**src/rtl/matrix_result_streamer.sv**
```systemverilog
// Captures a packed result matrix on start and streams it row-major over valid/ready.
// One element per cycle at most. Output registers hold steady while downstream stalls.
module matrix_result_streamer #(
    parameter int DATA_WIDTH = 8,
    parameter int ROWS       = 2,
    parameter int COLS       = 2,
    localparam int RW = (ROWS > 1) ? $clog2(ROWS) : 1,
    localparam int CW = (COLS > 1) ? $clog2(COLS) : 1
) (
    input  logic                                      clk,
    input  logic                                      rst,
    input  logic                                      start,
    input  logic [ROWS-1:0][COLS-1:0][DATA_WIDTH-1:0] mat,
    output logic                                      busy,
    output logic [DATA_WIDTH-1:0]                     m_data,
    output logic                                      m_valid,
    input  logic                                      m_ready,
    output logic [RW-1:0]                             m_row,
    output logic [CW-1:0]                             m_col,
    output logic                                      m_last,
    output logic                                      done
);

    typedef enum logic {IDLE, SEND} state_t;

    state_t state_reg, state_next;

    logic [ROWS-1:0][COLS-1:0][DATA_WIDTH-1:0] shadow_reg;
    logic [DATA_WIDTH-1:0] data_reg;
    logic [RW-1:0]         row_reg, row_next;
    logic [CW-1:0]         col_reg, col_next;
    logic                  last_reg, done_reg;
    logic                  accept, handshake;

    // valid and busy come straight from the state register, never from m_ready
    assign busy      = (state_reg == SEND);
    assign m_valid   = (state_reg == SEND);
    assign m_data    = data_reg;
    assign m_row     = row_reg;
    assign m_col     = col_reg;
    assign m_last    = last_reg;
    assign done      = done_reg;
    assign accept    = start && (state_reg == IDLE);
    assign handshake = m_valid && m_ready;

    always_ff @(posedge clk or posedge rst) begin
        if (rst) begin
            state_reg <= IDLE;
        end else begin
            state_reg <= state_next;
        end
    end

    always_comb begin
        state_next = state_reg;
        case (state_reg)
            IDLE:    if (accept) state_next = SEND;
            SEND:    if (handshake && last_reg) state_next = IDLE;
            default: state_next = IDLE;
        endcase
    end

    // Row-major advance: column wraps into the next row
    always_comb begin
        row_next = row_reg;
        col_next = col_reg + 1'b1;
        if (col_reg == CW'(COLS - 1)) begin
            col_next = '0;
            row_next = row_reg + 1'b1;
        end
    end

    always_ff @(posedge clk or posedge rst) begin
        if (rst) begin
            shadow_reg <= '0;
        end else if (accept) begin
            shadow_reg <= mat;
        end
    end

    always_ff @(posedge clk or posedge rst) begin
        if (rst) begin
            data_reg <= '0;
            row_reg  <= '0;
            col_reg  <= '0;
            last_reg <= 1'b0;
            done_reg <= 1'b0;
        end else begin
            done_reg <= 1'b0;
            if (accept) begin
                // first element comes from the live input; shadow is loaded the same edge
                data_reg <= mat[0][0];
                row_reg  <= '0;
                col_reg  <= '0;
                last_reg <= (ROWS == 1) && (COLS == 1);
            end else if (handshake) begin
                if (last_reg) begin
                    last_reg <= 1'b0;
                    done_reg <= 1'b1;
                end else begin
                    data_reg <= shadow_reg[row_next][col_next];
                    row_reg  <= row_next;
                    col_reg  <= col_next;
                    last_reg <= (row_next == RW'(ROWS - 1)) && (col_next == CW'(COLS - 1));
                end
            end
        end
    end

endmodule

```
**config.mk**
```make
export PLATFORM = sky130hd
export DESIGN_NAME = matrix_result_streamer
export DESIGN_NICKNAME = d
export VERILOG_FILES = /design/src/rtl/matrix_result_streamer.sv
export SDC_FILE = /design/constraint.sdc
export NUM_CORES = 1
export LEC_CHECK = 0
export BUFFER_PORTS_ARGS = -buffer_cell sky130_fd_sc_hd__buf_4
export CORE_ASPECT_RATIO = 1.4
export CORE_UTILIZATION = 47
export DETAILED_ROUTE_END_ITERATION = 10
export HOLD_SLACK_MARGIN = 0.06
export PLACE_DENSITY = 0.84
export SLEW_MARGIN = 20
export SYNTH_ARGS = -nofsm -noshare
export SYNTH_HDL_FRONTEND = slang
export SYNTH_SLANG_ARGS = --single-unit
```
**constraint.sdc**
```tcl
create_clock -name clk -period 2.06 [get_ports clk]
set_input_delay 0.412 -clock clk [delete_from_list [all_inputs] [get_ports clk]]
set_output_delay 0.412 -clock clk [all_outputs]
set_load 0.005 [all_outputs]
```
======== Yosys cells after proc, flatten, opt, wreduce, memory -nomap -nowiden ========
Cells that the tools add are included.
cells by class
  muxes and demuxes ....................... 24
  bitwise gates (word level) .............. 1
  add/sub/neg operators ................... 2
  equal/unequal tests ..................... 1
  order comparisons ....................... 2
  reduce and logical (&&, ||, !) cells .... 6
operators with widths
  operator             count
  $mux 8               5
  $mux 16              2
  $mux 1               16
  $logic_and 1x1->1    4
  $lt 1x2->1 const B   2
  $add 1x1->1 const B  2
  $ne 2x1->1 const B   1
  $pmux 1 s2           1
  $reduce_and 2->1     1
  $reduce_bool 2->1    1
  $not 1->1            1
storage, ports and cells
  word-level logic and storage cells ...... 46
  bits in registers ....................... 45
  input port bits ......................... 36
  output and inout bits ................... 14

======== Longest topological paths before layout ========
Gate-level depths: netlist of run 1.
  word-level depth ........................ 9
  gate-level depth with buffers ........... 7
  depth with buffers taken out ............ 5

======== Worst setup path before layout of run 1 ========
Ideal clock, no wire load.
  kind .................................... flip-flop to flip-flop
  start ................................... register col_reg (netlist: m_col)
  end ..................................... register data_reg[4] (netlist: m_data[4])
  library setup time ...................... 126 ps
  clock period less this slack ............ 1970 ps
  buffers on the path ..................... 2
  data arrival time ....................... 1844 ps
  data required time ...................... 1934 ps
  cell stages (with the launch flop) ...... 8
  slack ................................... 90 ps
  cell sequence ........................... dfrtp_1 > buf_6 > inv_1 > ha_1 > buf_6 > mux4_2 > and2_0 > a221o_1
on the way
  longest elaborated chain between the ends .. 8
  elaborated cells between the ends (all ways) .. 10
  classes of those cells .................. 1 x add/sub; 9 x mux
RTL lines
  what                                            RTL line  RTL
  start, declared                                 31        logic [CW-1:0] col_reg, col_next;
  start signal, assigned                          103       col_reg <= col_next;
  $mux 1                                          67        if (col_reg == CW'(COLS - 1)) begin
  $mux 16 (not written as such) (2 in series)     101       data_reg <= shadow_reg[row_next][col_next];
  $mux 8 (not written as such) (*) (2 in series)  101
  $mux 8 (*)                                      97        if (last_reg) begin
  $mux 8 (*)                                      96        end else if (handshake) begin
  $mux 8 (*)                                      90        if (accept) begin
  end signal, assigned                            92        data_reg <= mat[0][0];
  end signal, assigned                            101
  end, declared                                   29        logic [DATA_WIDTH-1:0] data_reg;
Every way passes the cells marked *; elsewhere a longest branch is shown, timed or not. The select of a mux whose other input is x is not followed.
A chain may end at the register's enable or synchronous reset.

======== Worst setup path after layout of run 1 ========
  start ................................... register row_reg (netlist: m_row)
  end ..................................... register data_reg[3] (netlist: m_data[3])
on the way
  longest elaborated chain between the ends .. 9
RTL lines
  what                                             RTL line  RTL
  start, declared                                  30        logic [RW-1:0] row_reg, row_next;
  start signal, assigned                           102       row_reg <= row_next;
  $add 1x1->1                                      69        row_next = row_reg + 1'b1;
  $mux 1 (*)                                       67
  $mux 16 (not written as such) (*) (2 in series)  101
  $mux 8 (not written as such) (*) (2 in series)   101
  $mux 8 (*)                                       97
  $mux 8 (*)                                       96
  $mux 8 (*)                                       90
Marked as above.

==> summary.md, run 1 <==
| Metric | Value |
|---|---|
| I/O Buffers | `49` |
| GRT Total Usage | `20.9%` |
| FF+latch count, synth | `45` |
| Routed vias | `1503` |
| Hold-fix buffers, CTS | `0` |
| Failing checks | `design-rule violations` |
| Clock Sinks | `45` |
| Syn avg cell area | `10.1 um2` |
| Worst-Margin Slew | `0.550 ns` |
| Layout fillers | `333` |
| CTS-repair resized insts | `0` |
| DRT Pass-1 Iters | `7` |
| Initial antenna violation count | `0` |
| Most common cell after layout, fill and taps aside | `nand2_1` |
| Top post-synthesis cells by area | `dfrtp_1, nand2_1, mux4_1` |
| Top cell type's share of synthesized area | `57.0%` |
| Setup TNS | `0 ns` |
| Mapped Nets | `232` |
| Most frequent cells in the layout | `nand2_1, buf_4, dfrtp_1, nand3_1` |
| DR iter-0 viols | `54` |
| Total Wirelength | `3.98 mm` |
| Mapped Area | `1980 um2` |
| Synth warnings | `0` |
| Critical path class | `reg -> reg` |
| Diodes inserted | `0` |
| DR DRC count | `6` |
| Worst hold path class | `in -> async` |
| FMAX | `0.568 GHz` |
| Gpl congestion | `0.793` |
| Critical path endpoint category | `flip-flop` |
| First-pass GRT wire length | `6.90 mm` |
| Post-synthesis cell count | `195` |
| Grt ovf | `0` |
| CTS Buf Count | `5` |
| Final Skew | `0.00426 ns` |
| Crit path max fanout | `8` |
| Clk Tree Root Cell | `clkbuf_8` |
| Slew Limit Fails | `0` |
| P_leak | `1.33 nW` |
| Placed cell count | `282` |
| Util after Layout | `61.9%` |
| Nets | `283` |
| P per Cell Area | `1410 nW/um2` |
| Die W | `56.8 um` |
| Worst VDD drop | `0.701 mV` |
| Unique masters post-synth | `25` |
| Clock Path Buffers | `2` |
| Routed len/inst | `13.7 um` |
| Die footprint | `4470 um2` |
| Finished Layout Cells | `290` |
| Routed Antenna Nets | `0` |
| Area grow syn2layout | `24.7%` |
| Vias per inst | `5.18` |
| Io pins | `50` |
| Core area | `3990 um2` |
| Startpoint types | `flip-flop` |
| Fin. Hold Viols | `0` |
| Largest net degree at the start of global routing | `46` |
| Worst-Skew Late Latency | `0.30 ns` |
| Tmin final | `1.76 ns` |
| Placed wire-length estimate | `2.80 mm` |
| FP Rows | `27` |
| Sequential area share after synthesis | `57.0%` |
| Max cap viols | `0` |
| Chip Height | `78.7 um` |
| Relative slew margins | `63.3%` |
| Max reg flops | `32` |
| Final worst-path cycle share | `85.5%` |
| Post-CTS setup buffer count | `0` |
| Number of global-route vias before repair | `1518` |
| CTS tree | `done` |
| Status | `complete, but fails checks` |
| Layout cell share with drive strength beyond 1 | `26.7%` |
| Final Setup Violations | `0` |
| Initial Util | `49.6%` |
| H-tree levels | `2` |
| Yosys top cell by area | `dfrtp_1` |
| Worst path arrival time | `1.95 ns` |
| Required time worst endpoint | `2.25 ns` |
| RSZ-0062 raised after global routing | `no` |
| CTS clock-pin slew for the worst setup and hold paths | `0.08 ns` |
## cells by family after synthesis
group	Yosys count	synth area share (%)
simple gates	117	24.2
flops	45	57.0
buf+inv	14	3.80
compound gates	9	3.86
mux	9	10.6
fa+ha+maj	1	0.633
## per-stage QoR
step           hold slack [ns]  worst slack, ns  area [um2]  total power (W)
2_1_floorplan            0.437           0.0903        1980          0.00251
3_3_place_gp             0.449            0.364        2390          0.00291
3_5_place_dp             0.455            0.315        2390          0.00299
4_1_cts                  0.265            0.297        2470          0.00351
5_1_grt                  0.298            0.223        2470          0.00375
6_report                 0.240            0.300        2470          0.00348
## cell type report
| class | instances | area [um2] | area share, % |
|---|---|---|---|
| multi-input combinational | 136 | 778 | 31.6 |
| timing repair buffer | 56 | 420 | 17.0 |
| clock buffer | 8 | 80.1 | 3.25 |
| sequential | 45 | 1130 | 45.7 |
| tap | 43 | 53.8 | 2.18 |
| inverter | 2 | 7.51 | 0.304 |
## metal layers
metal	routed length, um	part of all wire (%)	vias to the layer above	global-route usage (%)
li1	-	-	743	-
met1	1700	43	707	25.8
met2	1970	49	42	33.6
met3	168	4.2	11	5.54
met4	144	3.6	0	11.2
met5	0	0	-	0
## worst max-delay path: stages (launching register included)
cell     delay (ns)
dfrtp_1        0.40
ha_1           0.33
buf_4          0.19
mux4_1         0.29
and2_1         0.18
a221o_1        0.26
## cell usage after synthesis
master and instances:
and2_0 3, ha_1 1, buf_6 2, buf_1 5, a22o_1 1, dfrtp_1 45, and3b_1 1, mux4_1 5
inv_1 2, and3_1 1, nand2_1 96, nand3_1 8, clkbuf_1 1, buf_4 1, mux4_2 3, nor2_1 3
a21o_1 1, nor2b_1 1, nand3b_1 1, buf_2 3, mux2i_1 1, nand2b_1 1, o21ai_0 2, and2_1 2
a221o_1 5
## worst paths after layout
kind	startpoint	endpoint	slack, ns	depth (start not counted)
max in group asynchronous	rst	shadow_reg[17]	1.44	3
hold reg to reg	shadow_reg[9]	shadow_reg[9]	0.48	2
hold / removal	rst	shadow_reg[12]	0.24	3
min in group clk	mat[28]	shadow_reg[28]	0.30	3
setup / recovery	m_row	m_data[3]	0.30	5
setup reg to reg	m_row	m_data[3]	0.30	5
## report_power, final
group          internal, W  switching [W]  total [W]
logic             0.000788       0.000646    0.00143
clock network     0.000241       0.000281   0.000522
registers          0.00129       0.000242    0.00153
Power figures use the tool's default switching activity.
==> inputs of run 2 (changes only) <==
- CORE_UTILIZATION: 47 -> 55
- PLACE_DENSITY: 0.84 -> 0.91
- clock period: 2.06 -> 2.18 ns (I/O delays scaled with it)
==> run 2 against run 1 <==
  * The flow now finishes without violations
  * Combinational power fell by 6%
  * Critical path depth did not move
  * Worst setup slack improved by 0.10 ns
  * Design area grew 0.81%
  * Register-to-register slack improved by 0.10 ns
  * Via count is 2.1% higher
  * Worst hold slack better by 0.016 ns
  * Global-route usage increased by 3.8 points
  * Wire length grew 3.7%
==> summary.md, run 2 (synthesis results as in run 1) <==
| Metric | Value |
|---|---|
| I/O Buffers | `49` |
| Placed cell count | `279` |
| Startpoint types | `flip-flop` |
| DR iter-0 viols | `54` |
| Initial antenna violation count | `0` |
| Required time worst endpoint | `2.37 ns` |
| Layout cell share with drive strength beyond 1 | `27.6%` |
| Final worst-path cycle share | `81.7%` |
| P per Cell Area | `1370 nW/um2` |
| Worst-Skew Late Latency | `0.30 ns` |
| Finished Layout Cells | `286` |
| CTS-repair resized insts | `0` |
| Tmin final | `1.78 ns` |
| Max reg flops | `32` |
| Worst Path Buf+Inv | `1` |
| Die W | `52.7 um` |
| Total Wirelength | `4.13 mm` |
| Setup TNS | `0 ns` |
| Util after Layout | `72.9%` |
| Worst-Margin Slew | `0.722 ns` |
| Crit path max fanout | `8` |
| Layout fillers | `241` |
| Number of global-route vias before repair | `1551` |
| Routed Antenna Nets | `0` |
| Final Skew | `0.00264 ns` |
| Final cell area excluding filler cells | `2490 um2` |
| Routed len/inst | `14.4 um` |
| Area grow syn2layout | `25.8%` |
| GRT Total Usage | `24.7%` |
| Worst VDD drop | `0.803 mV` |
| CP Depth | `5` |
| First-pass GRT wire length | `6.77 mm` |
| Critical path endpoint category | `flip-flop` |
| Nets | `283` |
| Status | `complete, no violations` |
| Gpl congestion | `0.772` |
| Worst hold path class | `in -> async` |
| Worst path arrival time | `1.97 ns` |
| CTS Buf Count | `5` |
| Max cap viols | `0` |
| RSZ-0062 raised after global routing | `no` |
| Most frequent cells in the layout | `nand2_1, buf_4, dfrtp_1, nand3_1` |
| Slew Limit Fails | `0` |
| Chip Height | `72.9 um` |
| Die footprint | `3840 um2` |
| Crit path cell chain | `ha_1, buf_4, mux4_1, nand2_1, nand3_1` |
| Largest net degree at the start of global routing | `38` |
| Initial Util | `58.0%` |
| Placed cell areas | `2380 um2` |
| FP Rows | `25` |
| CTS tree | `done` |
| P_leak | `1.35 nW` |
| Clock Sinks | `45` |
| DRT Pass-1 Iters | `4` |
| Top Family by Delay on Critical Path | `multiplexers` |
| FMAX | `0.562 GHz` |
| Fin. Hold Viols | `0` |
| Clock Path Buffers | `2` |
| Reg2reg setup slack | `0.40 ns` |
| Post-CTS setup buffer count | `0` |
| Final Setup Violations | `0` |
| R2R cell count | `5` |
| Overall Power | `0.00341 W` |
| Most common cell after layout, fill and taps aside | `nand2_1` |
| Diodes inserted | `0` |
| CTS clock-pin slew for the worst setup and hold paths | `0.08 ns` |
| H-tree levels | `2` |
| Critical path class | `reg -> reg` |
| Placed wire-length estimate | `2.84 mm` |
| Vias per inst | `5.36` |
| CP max-delay cell | `mux4_1` |
| Io pins | `50` |
| Core area | `3410 um2` |
| Relative slew margins | `51.8%` |
| Hold-fix buffers, CTS | `0` |
| Clk Tree Root Cell | `clkbuf_8` |
| Routed vias | `1534` |
| Slowest stage delay, CP | `0.57 ns` |
| FF-to-FF End | `m_data[5]` |
| Grt ovf | `0` |
| Worst R2R Start | `m_row` |
| DR DRC count | `0` |
run 2: cell type report:
class	instances	area [um2]	share of cell area [%]
Clock buffer	5	68.8	2.77
Clock inverter	2	35.0	1.41
Inverter	2	7.51	0.302
Multi-Input combinational cell	136	778	31.3
Sequential cell	45	1130	45.3
Tap cell	40	50.0	2.01
Timing Repair Buffer	56	420	16.9
run 2: routing by layer:
layer  GRT usage (%)  vias to the layer above  wire length [um]
li1                -                      738                 -
met5               0                        -                 0
met2            40.2                       54              2200
met4            14.0                        0               132
met3            3.75                       10               178
met1            30.8                      732              1610
run 2: power breakdown:
| group | switching (W) | internal (W) | total (W) |
|---|---|---|---|
| clock network | 0.000262 | 0.000333 | 0.000595 |
| registers | 0.000249 | 0.00122 | 0.00147 |
| logic | 0.000612 | 0.000740 | 0.00135 |
run 2: worst max path at each step:
stage	start	to	slack, ns
after CTS	m_row	m_data[5]	0.41
final	m_row	m_data[5]	0.40
after global routing	m_row	m_data[5]	0.34
after detailed placement	start	m_data[7]	0.43
after global placement	m_row	m_data[4]	0.48
after floorplan	m_col	m_data[4]	0.21
run 2: metrics by stage:
| stage | hold WS, ns | setup WS, ns |
|---|---|---|
| 4_1_cts | 0.290 | 0.408 |
| 3_5_place_dp | 0.459 | 0.426 |
| 3_3_place_gp | 0.450 | 0.482 |
| 2_1_floorplan | 0.437 | 0.210 |
| 6_report | 0.257 | 0.400 |
| 5_1_grt | 0.320 | 0.337 |
==> inputs of run 3 (changes only) <==
- CORE_UTILIZATION: 55 -> 52
- PLACE_DENSITY: 0.91 -> 0.87
- clock period: 2.18 -> 1.7 ns (I/O delays scaled with it)
==> run 3 against run 2 <==
  * The run now ends with negative setup slack left
  * Register-to-register slack worse by 0.41 ns
  * Utilization is 3.1 points lower
  * Critical path depth is 1 lower
  * Wire length is essentially flat
  * Fmax up 3.8%
  * Non-clock buffer count up 5
  * First-iteration DRC count is 46% lower
  * Clock-buffer cell count grew 2
  * Worst hold slack lost 0.034 ns
==> summary.md, run 3 (synthesis results as in run 1) <==
| Metric | Value |
|---|---|
| Status | `complete, but fails checks` |
| Failing checks | `negative setup slack` |
| Gpl congestion | `0.782` |
| Clk Tree Root Cell | `clkbuf_8` |
| Vias per inst | `5.25` |
| Worst min-delay path startpoint | `mat[14]` |
| Critical path class | `reg -> reg` |
| Final Setup Violations | `1` |
| Die footprint | `4060 um2` |
| Clock Path Buffers | `2` |
| Largest net degree at the start of global routing | `27` |
| H-tree levels | `2` |
| First-pass GRT wire length | `6.56 mm` |
| Overall Power | `0.00445 W` |
| Routed len/inst | `14.0 um` |
| Worst R2R Start | `m_col` |
| Setup WS pre-CTS | `-0.00742 ns` |
| Total Wirelength | `4.13 mm` |
| DR DRC count | `0` |
| Final Skew | `0.00611 ns` |
| Required time worst endpoint | `1.89 ns` |
| CTS Buf Count | `5` |
| P per Cell Area | `1750 nW/um2` |
| Max cap viols | `0` |
| Placed wire-length estimate | `3.02 mm` |
| Clock Sinks | `45` |
| Die W | `54.1 um` |
| Io pins | `50` |
| Initial antenna violation count | `0` |
| RSZ-0062 raised after global routing | `yes` |
| Routed vias | `1544` |
| Chip Height | `75.0 um` |
| Util after Layout | `69.8%` |
| Startpoint types | `flip-flop` |
| Layout cell share with drive strength beyond 1 | `30.2%` |
| Slew Limit Fails | `0` |
| Area grow syn2layout | `28.7%` |
| Routed Antenna Nets | `0` |
| Layout fillers | `271` |
| FF/Latch Area | `1130 um2` |
| DRT Pass-1 Iters | `4` |
| Fin. Hold Viols | `0` |
| CTS tree | `done` |
| Critical path startpoint | `m_col` |
| Core area | `3640 um2` |
| P_leak | `1.37 nW` |
| R2R cell count | `4` |
| Worst VDD drop | `1.00 mV` |
| Relative slew margins | `72.9%` |
| Final setup margin | `-0.0151 ns` |
| Critical path endpoint category | `flip-flop` |
| I/O Buffers | `49` |
| CP endpoint | `m_data[3]` |
| Nets | `288` |
| Worst hold path class | `in -> reg` |
| Tmin final | `1.72 ns` |
| Diodes inserted | `0` |
| Area of the multi-input gates | `793 um2` |
| Max reg flops | `32` |
| FF-to-FF End | `m_data[3]` |
| Most common cell after layout, fill and taps aside | `nand2_1` |
| DR iter-0 viols | `29` |
| GRT Total Usage | `23.2%` |
| Worst-Skew Late Latency | `0.30 ns` |
| Reg2reg setup slack | `-0.02 ns` |
| Crit path max fanout | `11` |
| Worst path arrival time | `1.90 ns` |
| Placed cell areas | `2430 um2` |
| Worst-Margin Slew | `0.407 ns` |
| Final cell area excluding filler cells | `2540 um2` |
| FP Rows | `26` |
| Grt ovf | `0` |
| FMAX | `0.583 GHz` |
| Most frequent cells in the layout | `nand2_1, buf_4, dfrtp_1, nand3_1, clkbuf_8` |
| Final worst-path cycle share | `101%` |
| CTS clock-pin slew for the worst setup and hold paths | `0.08 ns` |
| Initial Util | `54.3%` |
| Number of global-route vias before repair | `1483` |
-- run 3: worst min-delay path by stage --
| stage | end | slack, ns | cells past startpoint |
|---|---|---|---|
| floorplan | shadow_reg[13] | 0.44 | 2 |
| global placement | done | 0.35 | 2 |
| detailed placement | shadow_reg[11] | 0.36 | 2 |
| CTS | shadow_reg[14] | 0.22 | 3 |
| global route | shadow_reg[14] | 0.21 | 3 |
| finish | shadow_reg[14] | 0.22 | 3 |
-- run 3: worst max-delay path: stages (launching register included) --
cell     delay, ns
dfrtp_1       0.40
buf_4         0.22
mux4_1        0.55
and2_1        0.18
a221o_1       0.26
-- run 3: area by class of cell --
class,count,area share (%)
flip-flops and latches,45,44.3
multi-input cells,136,31.2
repair buffers,61,18.1
clock buffers,7,3.79
well taps,42,2.07
inverters,2,0.394
clock inverters,1,0.197
-- run 3: layer usage --
metal  global-route usage, %  wire (um)  up-vias
li1                        -          -      751
met1                    29.0       1720      748
met2                    37.7       2190       40
met3                    5.45        165        5
met4                    10.5         51        0
met5                       0          0        -
-- run 3: where the power goes --
group,leakage (nW),switching (W),total (W),internal [W]
Combinational,0.755,0.000788,0.00184,0.00105
Sequential,0.564,0.000320,0.00188,0.00156
Clock,0.0542,0.000359,0.000727,0.000368
Total,1.37,0.00147,0.00445,0.00298
-- run 3: through the flow --
step / std cells / TNS, ns / hold WS [ns]
after detailed placement: 285 / -0.00742 / 0.364
after CTS: 294 / -0.0199 / 0.223
after global routing: 294 / -0.144 / 0.214
after floorplan: 195 / -0.336 / 0.437
after global placement: 285 / 0 / 0.353
final: 294 / -0.0151 / 0.223
-- run 3: what timing repair did --
item / 4_1_cts / 5_1_grt
hold buffers: 1 / 0
endpoints found under the hold margin: 18 / 0
buffers inserted: 0 / 0
setup endpoints to repair: 2 / 4
resized for setup: 0 / 2
